$ cat src/rtl/navre_io_uart_pkg.sv
// Shared definitions for the navre IO-mapped UART transmitter.
// NAVRE_UART_PARITY_EN adds the PARITY state to the TX state encoding.
package navre_io_uart_pkg;

   localparam logic [5:0] DATA_ADDR_DEF = 6'd42;
   localparam logic [5:0] STAT_ADDR_DEF = 6'd43;

   localparam int unsigned ST_FULL  = 0;
   localparam int unsigned ST_EMPTY = 1;
   localparam int unsigned ST_BUSY  = 2;
   localparam int unsigned ST_OVF   = 3;
   localparam int unsigned ST_EOF   = 4;

   typedef enum logic [2:0] {
      StIdle   = 3'd0,
      StStart  = 3'd1,
      StData   = 3'd2,
`ifdef NAVRE_UART_PARITY_EN
      StParity = 3'd3,
`endif
      StStop   = 3'd4
   } tx_state_e;

endpackage

$ cat src/rtl/navre_io_uart_if.sv
// navre core IO bus: strobes, address and data in both directions.
interface navre_io_uart_if;

   logic       io_re;
   logic       io_we;
   logic [5:0] io_a;
   logic [7:0] io_do;
   logic [7:0] io_di;

   modport master (output io_re, io_we, io_a, io_do, input io_di);
   modport slave  (input io_re, io_we, io_a, io_do, output io_di);

endinterface

$ cat src/rtl/navre_io_fifo.sv
// Synchronous byte FIFO, depth 2**FIFO_AW, with wrap-bit pointers.
module navre_io_fifo #(
   parameter int unsigned FIFO_AW = 4
) (
   input  logic       clk,
   input  logic       rst,
   input  logic       push,
   input  logic       pop,
   input  logic [7:0] wdata,
   output logic [7:0] rdata,
   output logic       full,
   output logic       empty
);

   localparam int unsigned Depth = 1 << FIFO_AW;
   localparam logic [FIFO_AW:0] PtrOne = {{FIFO_AW{1'b0}}, 1'b1};

   logic [7:0]       mem [Depth];
   logic [FIFO_AW:0] wptr_q;
   logic [FIFO_AW:0] rptr_q;

   assign full  = (wptr_q[FIFO_AW] != rptr_q[FIFO_AW]) &&
                  (wptr_q[FIFO_AW-1:0] == rptr_q[FIFO_AW-1:0]);
   assign empty = (wptr_q == rptr_q);
   assign rdata = mem[rptr_q[FIFO_AW-1:0]];

   always_ff @(posedge clk or negedge rst) begin
      if (!rst) begin
         wptr_q <= '0;
         rptr_q <= '0;
      end else begin
         if (push && !full)  wptr_q <= wptr_q + PtrOne;
         if (pop  && !empty) rptr_q <= rptr_q + PtrOne;
      end
   end

   always_ff @(posedge clk) begin
      if (push && !full) mem[wptr_q[FIFO_AW-1:0]] <= wdata;
   end

endmodule

$ cat src/rtl/navre_io_uart.sv
// IO-mapped 8N1 serial transmitter with TX FIFO, EOF marker and status port.
// Define NAVRE_UART_PARITY_EN to insert an even-parity bit before the stop bit.
module navre_io_uart
   import navre_io_uart_pkg::*;
#(
   parameter logic [5:0]  DATA_ADDR = DATA_ADDR_DEF,
   parameter logic [5:0]  STAT_ADDR = STAT_ADDR_DEF,
   parameter int unsigned CLK_DIV   = 16,
   parameter int unsigned FIFO_AW   = 4
) (
   input  logic             clk,
   input  logic             rst,
   navre_io_uart_if.slave   io,
   output logic             txd,
   output logic             eof,
   output logic             tx_busy
);

   localparam logic [15:0] BaudLast = 16'(CLK_DIV - 1);

   tx_state_e   state_q, state_d;
   logic [15:0] cnt_q;
   logic [2:0]  bit_q;
   logic [7:0]  shift_q;
`ifdef NAVRE_UART_PARITY_EN
   logic        par_q;
`endif

   logic       wr_data, wr_marker, wr_char, push, pop, full, empty, stat_rd, bit_done;
   logic [7:0] fifo_rdata, status, di_q;
   logic       ovf_q, eof_seen_q, eof_q;

   assign wr_data   = io.io_we && (io.io_a == DATA_ADDR);
   assign wr_marker = wr_data && (io.io_do == 8'h00);
   assign wr_char   = wr_data && (io.io_do != 8'h00);
   assign push      = wr_char && !full;
   assign stat_rd   = io.io_re && (io.io_a == STAT_ADDR);
   assign bit_done  = (cnt_q == BaudLast);

   navre_io_fifo #(
      .FIFO_AW (FIFO_AW)
   ) u_fifo (
      .clk   (clk),
      .rst   (rst),
      .push  (push),
      .pop   (pop),
      .wdata (io.io_do),
      .rdata (fifo_rdata),
      .full  (full),
      .empty (empty)
   );

   always_comb begin
      status           = '0;
      status[ST_FULL]  = full;
      status[ST_EMPTY] = empty;
      status[ST_BUSY]  = (state_q != StIdle);
      status[ST_OVF]   = ovf_q;
      status[ST_EOF]   = eof_seen_q;
   end

   // Status is sampled before the read's overflow clear takes effect.
   always_ff @(posedge clk or negedge rst) begin
      if (!rst) begin
         di_q       <= 8'h00;
         ovf_q      <= 1'b0;
         eof_seen_q <= 1'b0;
         eof_q      <= 1'b0;
      end else begin
         di_q  <= stat_rd ? status : 8'h00;
         eof_q <= wr_marker;
         if (wr_marker) eof_seen_q <= 1'b1;
         if (wr_char && full) ovf_q <= 1'b1;
         else if (stat_rd)    ovf_q <= 1'b0;
      end
   end

   assign io.io_di = di_q;
   assign eof      = eof_q;

   always_ff @(posedge clk or negedge rst) begin
      if (!rst) state_q <= StIdle;
      else      state_q <= state_d;
   end

   always_comb begin
      state_d = state_q;
      unique case (state_q)
         StIdle:  if (!empty) state_d = StStart;
         StStart: if (bit_done) state_d = StData;
`ifdef NAVRE_UART_PARITY_EN
         StData:   if (bit_done && (bit_q == 3'd7)) state_d = StParity;
         StParity: if (bit_done) state_d = StStop;
`else
         StData:  if (bit_done && (bit_q == 3'd7)) state_d = StStop;
`endif
         StStop:  if (bit_done) state_d = StIdle;
         default: state_d = StIdle;
      endcase
   end

   always_comb begin
      pop     = (state_q == StIdle) && !empty;
      tx_busy = !empty || (state_q != StIdle);
      txd     = 1'b1;
      unique case (state_q)
         StStart:  txd = 1'b0;
         StData:   txd = shift_q[0];
`ifdef NAVRE_UART_PARITY_EN
         StParity: txd = par_q;
`endif
         default:  txd = 1'b1;
      endcase
   end

   // Baud counter restarts on every state change and on every data bit boundary.
   always_ff @(posedge clk or negedge rst) begin
      if (!rst) begin
         cnt_q   <= 16'd0;
         bit_q   <= 3'd0;
         shift_q <= 8'h00;
`ifdef NAVRE_UART_PARITY_EN
         par_q   <= 1'b0;
`endif
      end else begin
         if ((state_d != state_q) || bit_done) cnt_q <= 16'd0;
         else                                  cnt_q <= cnt_q + 16'd1;
         if (pop) begin
            shift_q <= fifo_rdata;
            bit_q   <= 3'd0;
`ifdef NAVRE_UART_PARITY_EN
            par_q   <= ^fifo_rdata;
`endif
         end else if ((state_q == StData) && bit_done) begin
            shift_q <= shift_q >> 1;
            bit_q   <= bit_q + 3'd1;
         end
      end
   end

endmodule

$ cat src/flat_wrapper.sv
// flat-port wrapper written by rule: the top's interface ports become plain ports
module navre_io_uart_flat import navre_io_uart_pkg::*;
#(
   parameter logic [5:0]  DATA_ADDR = DATA_ADDR_DEF,
   parameter logic [5:0]  STAT_ADDR = STAT_ADDR_DEF,
   parameter int unsigned CLK_DIV   = 16,
   parameter int unsigned FIFO_AW   = 4
)
  (clk, rst, txd, eof, tx_busy, io_io_re, io_io_we, io_io_a, io_io_do, io_io_di);
  navre_io_uart_if io_i ();
  input  logic clk;
  input  logic rst;
  output logic txd;
  output logic eof;
  output logic tx_busy;
  input wire logic [$bits(io_i.io_re)-1:0] io_io_re;
  input wire logic [$bits(io_i.io_we)-1:0] io_io_we;
  input wire logic [$bits(io_i.io_a)-1:0] io_io_a;
  input wire logic [$bits(io_i.io_do)-1:0] io_io_do;
  output wire logic [$bits(io_i.io_di)-1:0] io_io_di;
  assign io_i.io_re = io_io_re;
  assign io_i.io_we = io_io_we;
  assign io_i.io_a = io_io_a;
  assign io_i.io_do = io_io_do;
  assign io_io_di = io_i.io_di;
  navre_io_uart #(.DATA_ADDR(DATA_ADDR), .STAT_ADDR(STAT_ADDR), .CLK_DIV(CLK_DIV), .FIFO_AW(FIFO_AW)) u_core (.clk(clk), .rst(rst), .io(io_i), .txd(txd), .eof(eof), .tx_busy(tx_busy));
endmodule
$ cat config.mk
export PLATFORM = sky130hd
export DESIGN_NAME = navre_io_uart_flat
export DESIGN_NICKNAME = d
export VERILOG_FILES = /design/src/rtl/navre_io_uart_pkg.sv /design/src/rtl/navre_io_uart_if.sv /design/src/rtl/navre_io_fifo.sv /design/src/rtl/navre_io_uart.sv /design/src/flat_wrapper.sv
export SDC_FILE = /design/constraint.sdc
export NUM_CORES = 1
export LEC_CHECK = 0
export ABC_AREA = 0
export CAP_MARGIN = 25
export CORE_ASPECT_RATIO = 0.5
export CORE_MARGIN = 3
export CORE_UTILIZATION = 55
export DETAILED_ROUTE_END_ITERATION = 7
export PLACE_DENSITY = 0.74
export SYNTH_ARGS = -nofsm -noshare
export SYNTH_HDL_FRONTEND = slang
export SYNTH_HIERARCHICAL = 1
export SYNTH_SLANG_ARGS = --single-unit
$ cat constraint.sdc
create_clock -name clk -period 8.05 [get_ports clk]
set_input_delay 1.61 -clock clk [delete_from_list [all_inputs] [get_ports clk]]
set_output_delay 1.61 -clock clk [all_outputs]
set_load 0.02 [all_outputs]
==> metrics.txt, run 1 <==
# TYPE chip_impl_metric gauge
chip_impl_info{name="outcome",value="finished, final reports clean"} 1
chip_impl_metric{name="multi_input_area",unit="um2"} 2290
chip_impl_info{name="worstPathCellList",value="buf_4 -> xnor2_1 -> nand4_1 -> nor2_1 -> nand2_1 -> clkdlybuf4s50_1"} 1
chip_impl_info{name="hold_class",value="register to register"} 1
chip_impl_metric{name="p_int",unit="mW"} 1.68
chip_impl_metric{name="seq_area",unit="um2"} 5050
chip_impl_metric{name="synth.ff_latch_count",unit=""} 176
chip_impl_metric{name="die_y",unit="um"} 88.7
chip_impl_metric{name="cts_resized",unit=""} 0
chip_impl_metric{name="syn-mean-instance-area",unit="um2"} 16.0
chip_impl_info{name="setup_crit_end_kind",value="output pin"} 1
chip_impl_metric{name="count_of_boundary_i_o_pins",unit=""} 29
chip_impl_info{name="synthFlopType",value="edfxtp_1"} 1
chip_impl_metric{name="grt_pass1_vias",unit=""} 4052
chip_impl_metric{name="cts.path.max_buffers",unit=""} 2
chip_impl_metric{name="drcViolationCount",unit=""} 0
chip_impl_info{name="synthTopCellsByCount",value="128 x edfxtp_1, 48 x dfrtp_1, 35 x nor2_1"} 1
chip_impl_metric{name="placed_cell_area",unit="um2"} 7930
chip_impl_metric{name="grt_remaining_overflow",unit=""} 0
chip_impl_metric{name="gp_congestion",unit=""} 0.806
chip_impl_metric{name="fmax",unit="GHz"} 0.221
chip_impl_metric{name="peak_ir_drop_on_the_vdd_network",unit="mV"} 0.195
chip_impl_info{name="yosysMostFrequentCell",value="edfxtp_1"} 1
chip_impl_metric{name="cpPeakStageDelay",unit="ns"} 0.56
chip_impl_metric{name="crit_required",unit="ns"} 6.44
chip_impl_metric{name="synth.distinct_cells",unit=""} 55
chip_impl_metric{name="cts.sink_count",unit=""} 176
chip_impl_metric{name="chipWidth",unit="um"} 171
chip_impl_metric{name="power.density",unit="nW/um2"} 282
chip_impl_metric{name="via_per_inst",unit=""} 5.99
chip_impl_metric{name="max_slew.worst_pin.slew",unit="ns"} 0.990
chip_impl_metric{name="hold_viol",unit=""} 0
chip_impl_metric{name="post_route_cells_drive_above_1_share",unit=""} 0.171
chip_impl_info{name="grt_setup_unrepaired",value="false"} 1
chip_impl_metric{name="routed_wire_length_per_instance",unit="um"} 21.2
chip_impl_metric{name="num_antenna_cells",unit=""} 0
chip_impl_metric{name="switching_power",unit="mW"} 0.726
chip_impl_metric{name="port_buffers",unit=""} 25
chip_impl_metric{name="cts_htree_levels",unit=""} 4
chip_impl_metric{name="ys_seq_area_frac",unit=""} 0.670
chip_impl_metric{name="initial_utilization",unit=""} 0.578
chip_impl_metric{name="layout.cell_area.non_filler",unit="um2"} 8510
chip_impl_metric{name="timing.slew.headroom",unit=""} 0.337
chip_impl_metric{name="finalSetupViolCount",unit=""} 0
chip_impl_metric{name="rows",unit=""} 29
chip_impl_info{name="clk_root_buffer_cell",value="clkbuf_16"} 1
chip_impl_metric{name="p_leak",unit="nW"} 3.02
chip_impl_metric{name="synth-warning-count",unit=""} 6
chip_impl_metric{name="critical_path_arrival",unit="ns"} 2.92
chip_impl_info{name="yosysTopAreaCell",value="edfxtp_1"} 1
chip_impl_metric{name="area_growth",unit="%"} 13.1
chip_impl_metric{name="final_critical_path_setup_slack",unit="ns"} 3.52
chip_impl_info{name="clock_tree_from_tritoncts",value="done"} 1
chip_impl_info{name="timing.critical_path.from_type",value="register"} 1
chip_impl_info{name="ys_top_cells_by_area",value="edfxtp_1 51%, dfrtp_1 16%, mux4_2 6.6%, mux4_1 3.5%, xnor2_1 2.7%"} 1
chip_impl_metric{name="worstSkewPairLatency",unit="ns"} 0.43
chip_impl_metric{name="count_of_flip_flops_with_a_built_in_enable_after_synthesis",unit=""} 128
chip_impl_metric{name="maxCapViolations",unit=""} 0
chip_impl_metric{name="clkTransAtPathRegs",unit="ns"} 0.07
chip_impl_metric{name="drt-pass1-iter-count",unit=""} 5
chip_impl_metric{name="final.setup.tns",unit="ns"} 0
chip_impl_metric{name="final_antenna_net_count",unit=""} 0
chip_impl_metric{name="seq_power_share",unit=""} 0.443
chip_impl_metric{name="place_ws",unit="ns"} 3.01
chip_impl_metric{name="finalCritPeriodShare",unit=""} 0.563
chip_impl_metric{name="post_synth_inst_count",unit=""} 470
chip_impl_metric{name="drv_slew",unit=""} 0
chip_impl_metric{name="core-area",unit="um2"} 13000
chip_impl_metric{name="maximum_number_of_pins_on_one_net_before_global_route_repair",unit=""} 37
chip_impl_metric{name="mappedNetlistArea",unit="um2"} 7530
chip_impl_metric{name="dr_total_vias",unit=""} 4110
chip_impl_metric{name="finalCriticalPeriod",unit="ns"} 4.53
chip_impl_metric{name="cts_hold_repair.buffers",unit=""} 0
chip_impl_metric{name="fp.dieArea",unit="um2"} 15200
chip_impl_metric{name="postCtsSetupRepairBufs",unit=""} 0
chip_impl_metric{name="sw_frac_of_total",unit=""} 0.302
chip_impl_metric{name="dpl.hpwl",unit="mm"} 9.15
chip_impl_metric{name="area_share_of_the_largest_cell_type_after_synthesis",unit=""} 0.511
chip_impl_metric{name="grt_util_all_layers",unit=""} 0.211
chip_impl_metric{name="clock-skew-final",unit="ns"} 0.0138
chip_impl_metric{name="grt_antenna_before_repair",unit=""} 0
chip_impl_metric{name="pwr-share-comb",unit=""} 0.230
chip_impl_info{name="critPathSlowestCell",value="clkdlybuf4s50_1"} 1
chip_impl_metric{name="cts_made_buffers",unit=""} 17
chip_impl_info{name="setup.worst_path.class",value="register to output pin"} 1
chip_impl_metric{name="wire_length_of_the_first_global_routing_pass",unit="mm"} 23.3
chip_impl_metric{name="cp_max_fo",unit=""} 36
chip_impl_metric{name="ys_async_sr_fraction",unit=""} 0.273
chip_impl_metric{name="power_frac_clock",unit=""} 0.328
chip_impl_metric{name="routed_wl",unit="mm"} 14.6
chip_impl_metric{name="fillers",unit=""} 883
chip_impl_metric{name="finish.net_count",unit=""} 529
chip_impl_metric{name="dr.first_iter.drc_count",unit=""} 489
==> flip-flops by register name, summed over array words and instances, names as in the netlist <==
name                  count
u_core/state_q            3
u_core/io.io_di           5
u_core/u_fifo/mem       128
u_core/ovf_q              1
u_core/cnt_q             16
u_core/u_fifo/rptr_q      5
u_core/bit_q              3
u_core/shift_q            8
u_core/eof_seen_q         1
u_core/u_fifo/wptr_q      5
u_core/eof                1
==> through the flow <==
stage                     hold slack (ns)  std cells  utilization  power [mW]
after global placement              0.448        649        0.606        1.62
after floorplan                     0.430        472            -        1.51
after global routing                0.477        686        0.653        2.52
after CTS                           0.466        685        0.653        2.42
final                               0.460        686        0.653        2.40
after detailed placement            0.452        653        0.609        1.63
==> cell type report <==
class / instances / area share
repair buffers: 38 / 0.0412
well taps: 170 / 0.0250
flip-flops and latches: 176 / 0.593
clock inverters: 15 / 0.0172
inverters: 9 / 0.00397
multi-input cells: 261 / 0.270
clock buffers: 17 / 0.0500
==> path summary, 6_finish.rpt <==
kind                                               from  cells past startpoint  slack [ns]                        to
worst max-delay path            u_core/u_fifo/rptr_q[2]                      6        3.52                   tx_busy
worst min-delay path                  u_core/eof_seen_q                      1        0.46         u_core/eof_seen_q
worst max register to register  u_core/u_fifo/rptr_q[2]                      8        4.57  u_core/u_fifo/mem[15][7]
worst min register to register        u_core/eof_seen_q                      1        0.46         u_core/eof_seen_q
max in group asynchronous                           rst                      2        6.45   u_core/u_fifo/rptr_q[1]
min in group asynchronous                           rst                      1        1.09          u_core/cnt_q[15]
==> worst max-delay path, delay by kind of cell (launching register included) <==
family | cells | cell delay, ns
AND/OR/NAND/NOR | 3 | 1.01
XOR/XNOR | 1 | 0.18
flip-flops | 1 | 0.32
buffers and inverters | 2 | 0.99
==> placed cells by master (no fill, tap or decap), types with 10 or more instances in the layout <==
cell             count
nor4_1              11
nor2_1              35
nand2_1             23
xnor2_1             23
nand3_1             11
a22oi_1             16
edfxtp_1           128
mux4_2              22
nor3_1              12
buf_4               10
dfrtp_1             47
clkbuf_16           17
mux4_1              10
clkdlybuf4s50_1     24
==> cell families (layout without fill, tap and decap cells) <==
logic type / count (synthesis) / in the layout / share of synthesized area
mux: 35 / 35 / 0.105
compound gates: 50 / 50 / 0.0479
other cells: 1 / 3 / 0.000498
simple gates: 139 / 139 / 0.105
buf+inv: 35 / 79 / 0.0264
fa+ha+maj: 8 / 8 / 0.0133
xor+xnor: 26 / 26 / 0.0313
flops: 176 / 176 / 0.670
==> routing by layer <==
metal / GRT usage / wire length [um] / vias to the layer above
li1: - / - / 1888
met1: 0.304 / 6700 / 2064
met2: 0.320 / 6710 / 144
met3: 0.0531 / 952 / 14
met4: 0.0693 / 197 / 0
met5: 0 / 0 / -
==> power groups by stage <==
stage          logic [mW]  registers [mW]  clock network, mW
2_1_floorplan       0.440            1.07                  0
3_3_place_gp        0.543            1.08                  0
3_5_place_dp        0.552            1.08                  0
4_1_cts             0.555            1.06              0.803
5_1_grt             0.602            1.07              0.850
6_report            0.552            1.06              0.787
Note: power is estimated with default switching activity, not from simulation.
==> inputs of run 2 (changes only) <==
--- a/config.mk
+++ b/config.mk
@@ -11,7 +11,7 @@
 export CORE_MARGIN = 3
 export CORE_UTILIZATION = 55
 export DETAILED_ROUTE_END_ITERATION = 7
-export PLACE_DENSITY = 0.74
+export PLACE_DENSITY = 0.77
 export SYNTH_ARGS = -nofsm -noshare
 export SYNTH_HDL_FRONTEND = slang
 export SYNTH_HIERARCHICAL = 1
==> constraint.sdc (replaced) <==
create_clock -name clk -period 3.75 [get_ports clk]
set_input_delay 0.75 -clock clk [delete_from_list [all_inputs] [get_ports clk]]
set_output_delay 0.75 -clock clk [all_outputs]
set_load 0.02 [all_outputs]
==> run 2 against run 1 <==
  * Sequential cell count did not move
  * Via count rose by 3.9%
  * Global-route usage rose by 0.46 points
  * Clock skew fell by 0.0011 ns
  * Largest cell class unchanged
  * Hold slack got worse by 0.22 ns
  * Largest power group unchanged
  * Sequential power rose by 120%
  * Core utilization rose by 0.80 points
==> metrics.txt, run 2 (synthesis gave the netlist of run 1 again) <==
# TYPE chip_impl_metric gauge
chip_impl_info{name="crit_path_start",value="u_core/u_fifo/wptr_q[2]"} 1
chip_impl_metric{name="initial_utilization",unit=""} 0.578
chip_impl_metric{name="wire_length_of_the_first_global_routing_pass",unit="mm"} 24.3
chip_impl_metric{name="num_antenna_cells",unit=""} 0
chip_impl_metric{name="cts_made_buffers",unit=""} 17
chip_impl_metric{name="drv_slew",unit=""} 0
chip_impl_metric{name="fmax",unit="GHz"} 0.305
chip_impl_metric{name="dpl.hpwl",unit="mm"} 9.78
chip_impl_metric{name="maximum_number_of_pins_on_one_net_before_global_route_repair",unit=""} 36
chip_impl_info{name="critPathSlowestCell",value="dfrtp_1"} 1
chip_impl_metric{name="finalCritPeriodShare",unit=""} 0.875
chip_impl_metric{name="final_antenna_net_count",unit=""} 0
chip_impl_metric{name="cts.path.max_buffers",unit=""} 2
chip_impl_metric{name="cpPeakStageDelay",unit="ns"} 0.69
chip_impl_metric{name="clkTransAtPathRegs",unit="ns"} 0.07
chip_impl_metric{name="via_per_inst",unit=""} 6.12
chip_impl_metric{name="layout.cell_area.non_filler",unit="um2"} 8610
chip_impl_info{name="timing.rr.start",value="u_core/u_fifo/wptr_q[2]"} 1
chip_impl_metric{name="post_route_cells_drive_above_1_share",unit=""} 0.186
chip_impl_metric{name="core-area",unit="um2"} 13000
chip_impl_metric{name="routed_wl",unit="mm"} 15.1
chip_impl_metric{name="cts_htree_levels",unit=""} 4
chip_impl_metric{name="worst_reg_to_reg_setup_slack",unit="ns"} 0.97
chip_impl_metric{name="count_of_boundary_i_o_pins",unit=""} 29
chip_impl_info{name="grt_setup_unrepaired",value="false"} 1
chip_impl_metric{name="cts.sink_count",unit=""} 176
chip_impl_info{name="most_frequent_standard_cell_in_the_layout_excluding_fill_and_tap_cells",value="edfxtp_1"} 1
chip_impl_metric{name="use_met2",unit=""} 0.336
chip_impl_metric{name="grt_pass1_vias",unit=""} 4309
chip_impl_metric{name="finish.net_count",unit=""} 541
chip_impl_info{name="clk_root_buffer_cell",value="clkbuf_16"} 1
chip_impl_info{name="cpLargestDelayFamily",value="buffers and inverters"} 1
chip_impl_metric{name="dr.first_iter.drc_count",unit=""} 450
chip_impl_info{name="hold_class",value="primary input to async pin"} 1
chip_impl_metric{name="placed_cell_area",unit="um2"} 8010
chip_impl_metric{name="drcViolationCount",unit=""} 0
chip_impl_info{name="setup_crit_end_kind",value="output pin"} 1
chip_impl_info{name="outcome",value="finished, final reports clean"} 1
chip_impl_metric{name="cp_max_fo",unit=""} 13
chip_impl_info{name="timing.critical_path.from_type",value="register"} 1
chip_impl_metric{name="grt_antenna_before_repair",unit=""} 0
chip_impl_metric{name="power.density",unit="nW/um2"} 605
chip_impl_metric{name="maxCapViolations",unit=""} 0
chip_impl_metric{name="dr_total_vias",unit=""} 4270
chip_impl_metric{name="p_leak",unit="nW"} 3.09
chip_impl_metric{name="die_y",unit="um"} 88.7
chip_impl_metric{name="r2r_cells",unit=""} 7
chip_impl_info{name="worstPathCellList",value="xnor2_1 -> nand4_1 -> buf_4 -> nor2_1 -> nand2_1 -> clkdlybuf4s50_1"} 1
chip_impl_metric{name="hold_viol",unit=""} 0
chip_impl_info{name="clock_tree_from_tritoncts",value="done"} 1
chip_impl_metric{name="final.setup.tns",unit="ns"} 0
chip_impl_info{name="worst_r2r_end",value="u_core/u_fifo/mem[14][7]"} 1
chip_impl_info{name="setup.worst_path.class",value="register to output pin"} 1
chip_impl_metric{name="timing.hold.ws",unit="ns"} 0.239
chip_impl_metric{name="finalPower",unit="mW"} 5.21
chip_impl_metric{name="chipWidth",unit="um"} 171
chip_impl_metric{name="path_buf_inv",unit=""} 2
chip_impl_metric{name="clock-skew-final",unit="ns"} 0.0126
chip_impl_metric{name="cts_hold_repair.buffers",unit=""} 0
chip_impl_metric{name="worstSkewPairLatency",unit="ns"} 0.42
chip_impl_metric{name="grt_util_all_layers",unit=""} 0.215
chip_impl_info{name="most_used_routing_layer",value="met2"} 1
chip_impl_metric{name="finalSetupViolCount",unit=""} 0
chip_impl_metric{name="gr-usage-met3",unit=""} 0.0544
chip_impl_metric{name="finalCoreUtilization",unit=""} 0.661
chip_impl_metric{name="largest_register_ffs",unit=""} 128
chip_impl_metric{name="peak_ir_drop_on_the_vdd_network",unit="mV"} 0.386
chip_impl_metric{name="globalRouteMet1Util",unit=""} 0.309
chip_impl_metric{name="rows",unit=""} 29
chip_impl_metric{name="finalCriticalPeriod",unit="ns"} 3.28
chip_impl_metric{name="max_slew.worst_pin.slew",unit="ns"} 0.841
chip_impl_metric{name="grt_remaining_overflow",unit=""} 0
chip_impl_metric{name="fp.dieArea",unit="um2"} 15200
chip_impl_metric{name="crit_required",unit="ns"} 3.00
chip_impl_metric{name="critical_path_arrival",unit="ns"} 2.53
chip_impl_metric{name="timing.slew.headroom",unit=""} 0.437
chip_impl_metric{name="postCtsSetupRepairBufs",unit=""} 0
chip_impl_metric{name="port_buffers",unit=""} 25
chip_impl_metric{name="routed_wire_length_per_instance",unit="um"} 21.6
chip_impl_metric{name="gp_congestion",unit=""} 0.771
chip_impl_info{name="final_cell_mix",value="128 x edfxtp_1, 47 x dfrtp_1, 35 x nor2_1"} 1
chip_impl_metric{name="cts_resized",unit=""} 0
chip_impl_metric{name="drt-pass1-iter-count",unit=""} 5
chip_impl_metric{name="area_growth",unit="%"} 14.4
==> run 2: final cells by class <==
type / instances / area (um2)
clock buffers: 17 / 425
repair buffers: 50 / 445
fillers: 850 / 4410
clock inverters: 15 / 160
multi-input cells: 261 / 2290
inverters: 9 / 33.8
well taps: 170 / 213
flip-flops and latches: 176 / 5050
==> run 2: worst max path at each step <==
stage / to / cells past startpoint / slack, ns
6_report: tx_busy / 6 / 0.47
5_1_grt: tx_busy / 6 / 0.29
4_1_cts: tx_busy / 6 / 0.43
3_5_place_dp: u_core/u_fifo/mem[2][0] / 7 / 0.07
3_3_place_gp: u_core/u_fifo/mem[2][6] / 7 / 0.11
2_1_floorplan: u_core/u_fifo/mem[0][0] / 6 / 0.54
==> run 2: where the power goes <==
| part | internal (mW) | total (mW) | switching (mW) |
|---|---|---|---|
| sequential | 2.19 | 2.28 | 0.0945 |
| clock | 0.897 | 1.73 | 0.829 |
| combinational | 0.543 | 1.20 | 0.657 |
| total | 3.63 | 5.21 | 1.58 |
==> run 2: stage by stage <==
stage               instances  setup WS [ns]
floorplan                 472          0.544
global placement          663          0.114
detailed placement        664         0.0735
CTS                       696          0.429
global route              698          0.288
finish                    698          0.467
==> run 2: routing by layer <==
layer / part of all wire / vias up
li1: - / 1918
met3: 0.075 / 18
met5: 0 / -
met4: 0.012 / 0
met2: 0.47 / 205
met1: 0.44 / 2129
==> inputs of run 3 (changes only) <==
--- a/config.mk
+++ b/config.mk
@@ -11,7 +11,10 @@
 export CORE_MARGIN = 3
 export CORE_UTILIZATION = 55
 export DETAILED_ROUTE_END_ITERATION = 7
+export MAX_ROUTING_LAYER = met4
 export PLACE_DENSITY = 0.77
+export RECOVER_POWER = 25
+export REMOVE_ABC_BUFFERS = 1
 export SYNTH_ARGS = -nofsm -noshare
 export SYNTH_HDL_FRONTEND = slang
 export SYNTH_HIERARCHICAL = 1
==> run 3 against run 2 <==
  * Core utilization down 0.26 points
  * Sequential power about the same
  * Hold slack better by 0.23 ns
  * Sequential cell count unchanged
  * Clock power about the same
  * Clock skew down 0.0023 ns
  * Critical path type is now primary input to register
  * Fmax about the same
  * Combinational power about the same
  * Sequential share of layout area up 0.23 points
  * Non-clock buffer count up 1
  * Critical path depth up 2
  * Clock-buffer cell count up 1
==> metrics.txt, run 3 (synthesis gave the netlist of run 1 again) <==
# TYPE chip_impl_metric gauge
chip_impl_metric{name="drcViolationCount",unit=""} 0
chip_impl_metric{name="area_growth",unit="%"} 14.0
chip_impl_metric{name="fmax",unit="GHz"} 0.305
chip_impl_info{name="top_layer_in_use",value="met4"} 1
chip_impl_metric{name="worstSkewPairLatency",unit="ns"} 0.43
chip_impl_metric{name="crit_required",unit="ns"} 3.79
chip_impl_metric{name="worst_reg_to_reg_setup_slack",unit="ns"} 0.85
chip_impl_metric{name="r2r_cells",unit=""} 8
chip_impl_metric{name="final_antenna_net_count",unit=""} 0
chip_impl_info{name="timing.rr.start",value="u_core/u_fifo/wptr_q[3]"} 1
chip_impl_metric{name="cts_hold_repair.buffers",unit=""} 0
chip_impl_metric{name="core-area",unit="um2"} 13000
chip_impl_metric{name="die_y",unit="um"} 88.7
chip_impl_metric{name="wire_length_of_the_first_global_routing_pass",unit="mm"} 24.2
chip_impl_metric{name="port_buffers",unit=""} 25
chip_impl_metric{name="finish.net_count",unit=""} 542
chip_impl_metric{name="cts.sink_count",unit=""} 176
chip_impl_metric{name="chipWidth",unit="um"} 171
chip_impl_info{name="most_frequent_standard_cell_in_the_layout_excluding_fill_and_tap_cells",value="edfxtp_1"} 1
chip_impl_metric{name="pwr-share-comb",unit=""} 0.234
chip_impl_metric{name="peak_ir_drop_on_the_vdd_network",unit="mV"} 0.445
chip_impl_metric{name="p_int",unit="mW"} 3.67
chip_impl_metric{name="cp_max_fo",unit=""} 8
chip_impl_metric{name="clock-skew-final",unit="ns"} 0.0103
chip_impl_info{name="clock_tree_from_tritoncts",value="done"} 1
chip_impl_metric{name="routed-wl-met2",unit="mm"} 6.99
chip_impl_info{name="crit_path_start",value="io_io_a[4]"} 1
chip_impl_metric{name="hold_viol",unit=""} 0
chip_impl_metric{name="finalSetupViolCount",unit=""} 0
chip_impl_metric{name="dr.first_iter.drc_count",unit=""} 527
chip_impl_info{name="clk_root_buffer_cell",value="clkbuf_16"} 1
chip_impl_info{name="worst_r2r_end",value="u_core/u_fifo/mem[2][7]"} 1
chip_impl_metric{name="m1WireLength",unit="mm"} 6.82
chip_impl_info{name="hold_class",value="register to register"} 1
chip_impl_metric{name="gp_congestion",unit=""} 0.825
chip_impl_metric{name="drt-pass1-iter-count",unit=""} 5
chip_impl_metric{name="initial_utilization",unit=""} 0.578
chip_impl_metric{name="cts_htree_levels",unit=""} 4
chip_impl_metric{name="num_antenna_cells",unit=""} 0
chip_impl_info{name="timing.critical_path.from_type",value="primary input"} 1
chip_impl_metric{name="layout.cell_area.non_filler",unit="um2"} 8580
chip_impl_info{name="worst_setup_endpoint",value="u_core/u_fifo/mem[2][7]"} 1
chip_impl_metric{name="route.met3.wl",unit="mm"} 1.25
chip_impl_metric{name="routed_wire_length_per_instance",unit="um"} 22.0
chip_impl_metric{name="sw_frac_of_total",unit=""} 0.298
chip_impl_info{name="grt_setup_unrepaired",value="false"} 1
chip_impl_metric{name="maxCapViolations",unit=""} 0
chip_impl_metric{name="timing.slew.headroom",unit=""} 0.0715
chip_impl_metric{name="dr_total_vias",unit=""} 4305
chip_impl_metric{name="via_per_inst",unit=""} 6.16
chip_impl_metric{name="power.density",unit="nW/um2"} 610
chip_impl_metric{name="cts_made_buffers",unit=""} 17
chip_impl_metric{name="finalCriticalPeriod",unit="ns"} 3.28
chip_impl_metric{name="drv_slew",unit=""} 0
chip_impl_info{name="final_cell_mix",value="128 x edfxtp_1, 47 x dfrtp_1, 35 x nor2_1"} 1
chip_impl_metric{name="dpl.hpwl",unit="mm"} 9.96
chip_impl_metric{name="cts.path.max_buffers",unit=""} 2
chip_impl_info{name="outcome",value="finished, final reports clean"} 1
chip_impl_metric{name="fillers",unit=""} 876
chip_impl_metric{name="routed_wl",unit="mm"} 15.4
chip_impl_metric{name="count_of_boundary_i_o_pins",unit=""} 29
chip_impl_info{name="setup_crit_end_kind",value="register"} 1
chip_impl_metric{name="cts_resized",unit=""} 0
chip_impl_metric{name="post_route_cells_drive_above_1_share",unit=""} 0.176
chip_impl_metric{name="max_slew.worst_pin.slew",unit="ns"} 1.39
chip_impl_metric{name="placed_cell_area",unit="um2"} 8020
chip_impl_metric{name="grt_pass1_vias",unit=""} 4119
chip_impl_metric{name="finalCritPeriodShare",unit=""} 0.876
chip_impl_metric{name="largest_register_ffs",unit=""} 128
chip_impl_metric{name="power_frac_clock",unit=""} 0.329
chip_impl_info{name="setup.worst_path.class",value="primary input to register"} 1
chip_impl_metric{name="finalCoreUtilization",unit=""} 0.659
chip_impl_metric{name="clkTransAtPathRegs",unit="ns"} 0.07
chip_impl_metric{name="grt_remaining_overflow",unit=""} 0
chip_impl_metric{name="grt_antenna_before_repair",unit=""} 0
chip_impl_metric{name="maximum_number_of_pins_on_one_net_before_global_route_repair",unit=""} 36
chip_impl_metric{name="switching_power",unit="mW"} 1.56
chip_impl_metric{name="postCtsSetupRepairBufs",unit=""} 0
chip_impl_metric{name="critical_path_arrival",unit="ns"} 3.33
chip_impl_metric{name="seq_power_share",unit=""} 0.437
chip_impl_metric{name="fp.dieArea",unit="um2"} 15200
chip_impl_metric{name="p_leak",unit="nW"} 3.07
chip_impl_metric{name="rows",unit=""} 29
chip_impl_metric{name="grt_util_all_layers",unit=""} 0.227
[run 3: cell types whose count changed in the layout (fill, tap and decap cells not counted), moves of 3 or more]
| cell | before | now |
|---|---|---|
| clkbuf_1 | 0 | 6 |
| inv_8 | 8 | 4 |
| inv_6 | 1 | 6 |
| clkdlybuf4s50_1 | 24 | 21 |
| dlygate4sd3_1 | 0 | 3 |
[run 3: power by group through the flow]
stage | Sequential [mW] | Combinational (mW) | Clock, mW
2_1_floorplan | 2.40 | 0.743 | 0
3_3_place_gp | 2.32 | 1.20 | 0
3_5_place_dp | 2.32 | 1.21 | 0
4_1_cts | 2.28 | 1.22 | 1.75
5_1_grt | 2.30 | 1.32 | 1.85
6_report | 2.28 | 1.22 | 1.72
[run 3: worst min path at each step]
stage / startpoint / to / cells past startpoint
after global routing: u_core/cnt_q[0] / u_core/cnt_q[0] / 1
after global placement: u_core/eof_seen_q / u_core/eof_seen_q / 1
after detailed placement: u_core/eof_seen_q / u_core/eof_seen_q / 1
after floorplan: u_core/eof_seen_q / u_core/eof_seen_q / 1
after CTS: rst / u_core/cnt_q[3] / 1
final: u_core/eof_seen_q / u_core/eof_seen_q / 1
[run 3: worst max-delay path, stage by stage]
cell,delay [ns]
clkdlybuf4s50_1,0.38
nand2b_1,0.15
or4_1,0.54
nor3b_1,0.25
buf_4,0.16
nor2b_1,0.19
nand2_1,0.10
nor3_1,0.81
[run 3: cell type report]
class,count,area [um2],area share
Tap cell,170,213,0.0248
Multi-Input combinational cell,261,2290,0.267
Inverter,9,33.8,0.00394
Sequential cell,176,5050,0.588
Clock buffer,18,429,0.0500
Timing Repair Buffer,51,424,0.0494
Clock inverter,14,144,0.0168
[run 3: metal layers]
layer  track usage  vias to the layer above
met5             -                        -
met4        0.0745                        0
met3        0.0585                       27
met2         0.328                      195
met1         0.319                     2169
li1              -                     1914
[run 3: through the flow]
step	hold slack [ns]	TNS [ns]	total power, mW	worst slack (ns)	std cells
3_3_place_gp	0.446	0	3.52	0.149	666
2_1_floorplan	0.430	-12.72	3.15	-0.301	446
4_1_cts	0.345	0	5.26	0.470	698
5_1_grt	0.504	0	5.47	0.360	699
6_report	0.474	0	5.23	0.466	699
3_5_place_dp	0.465	0	3.54	0.0960	666
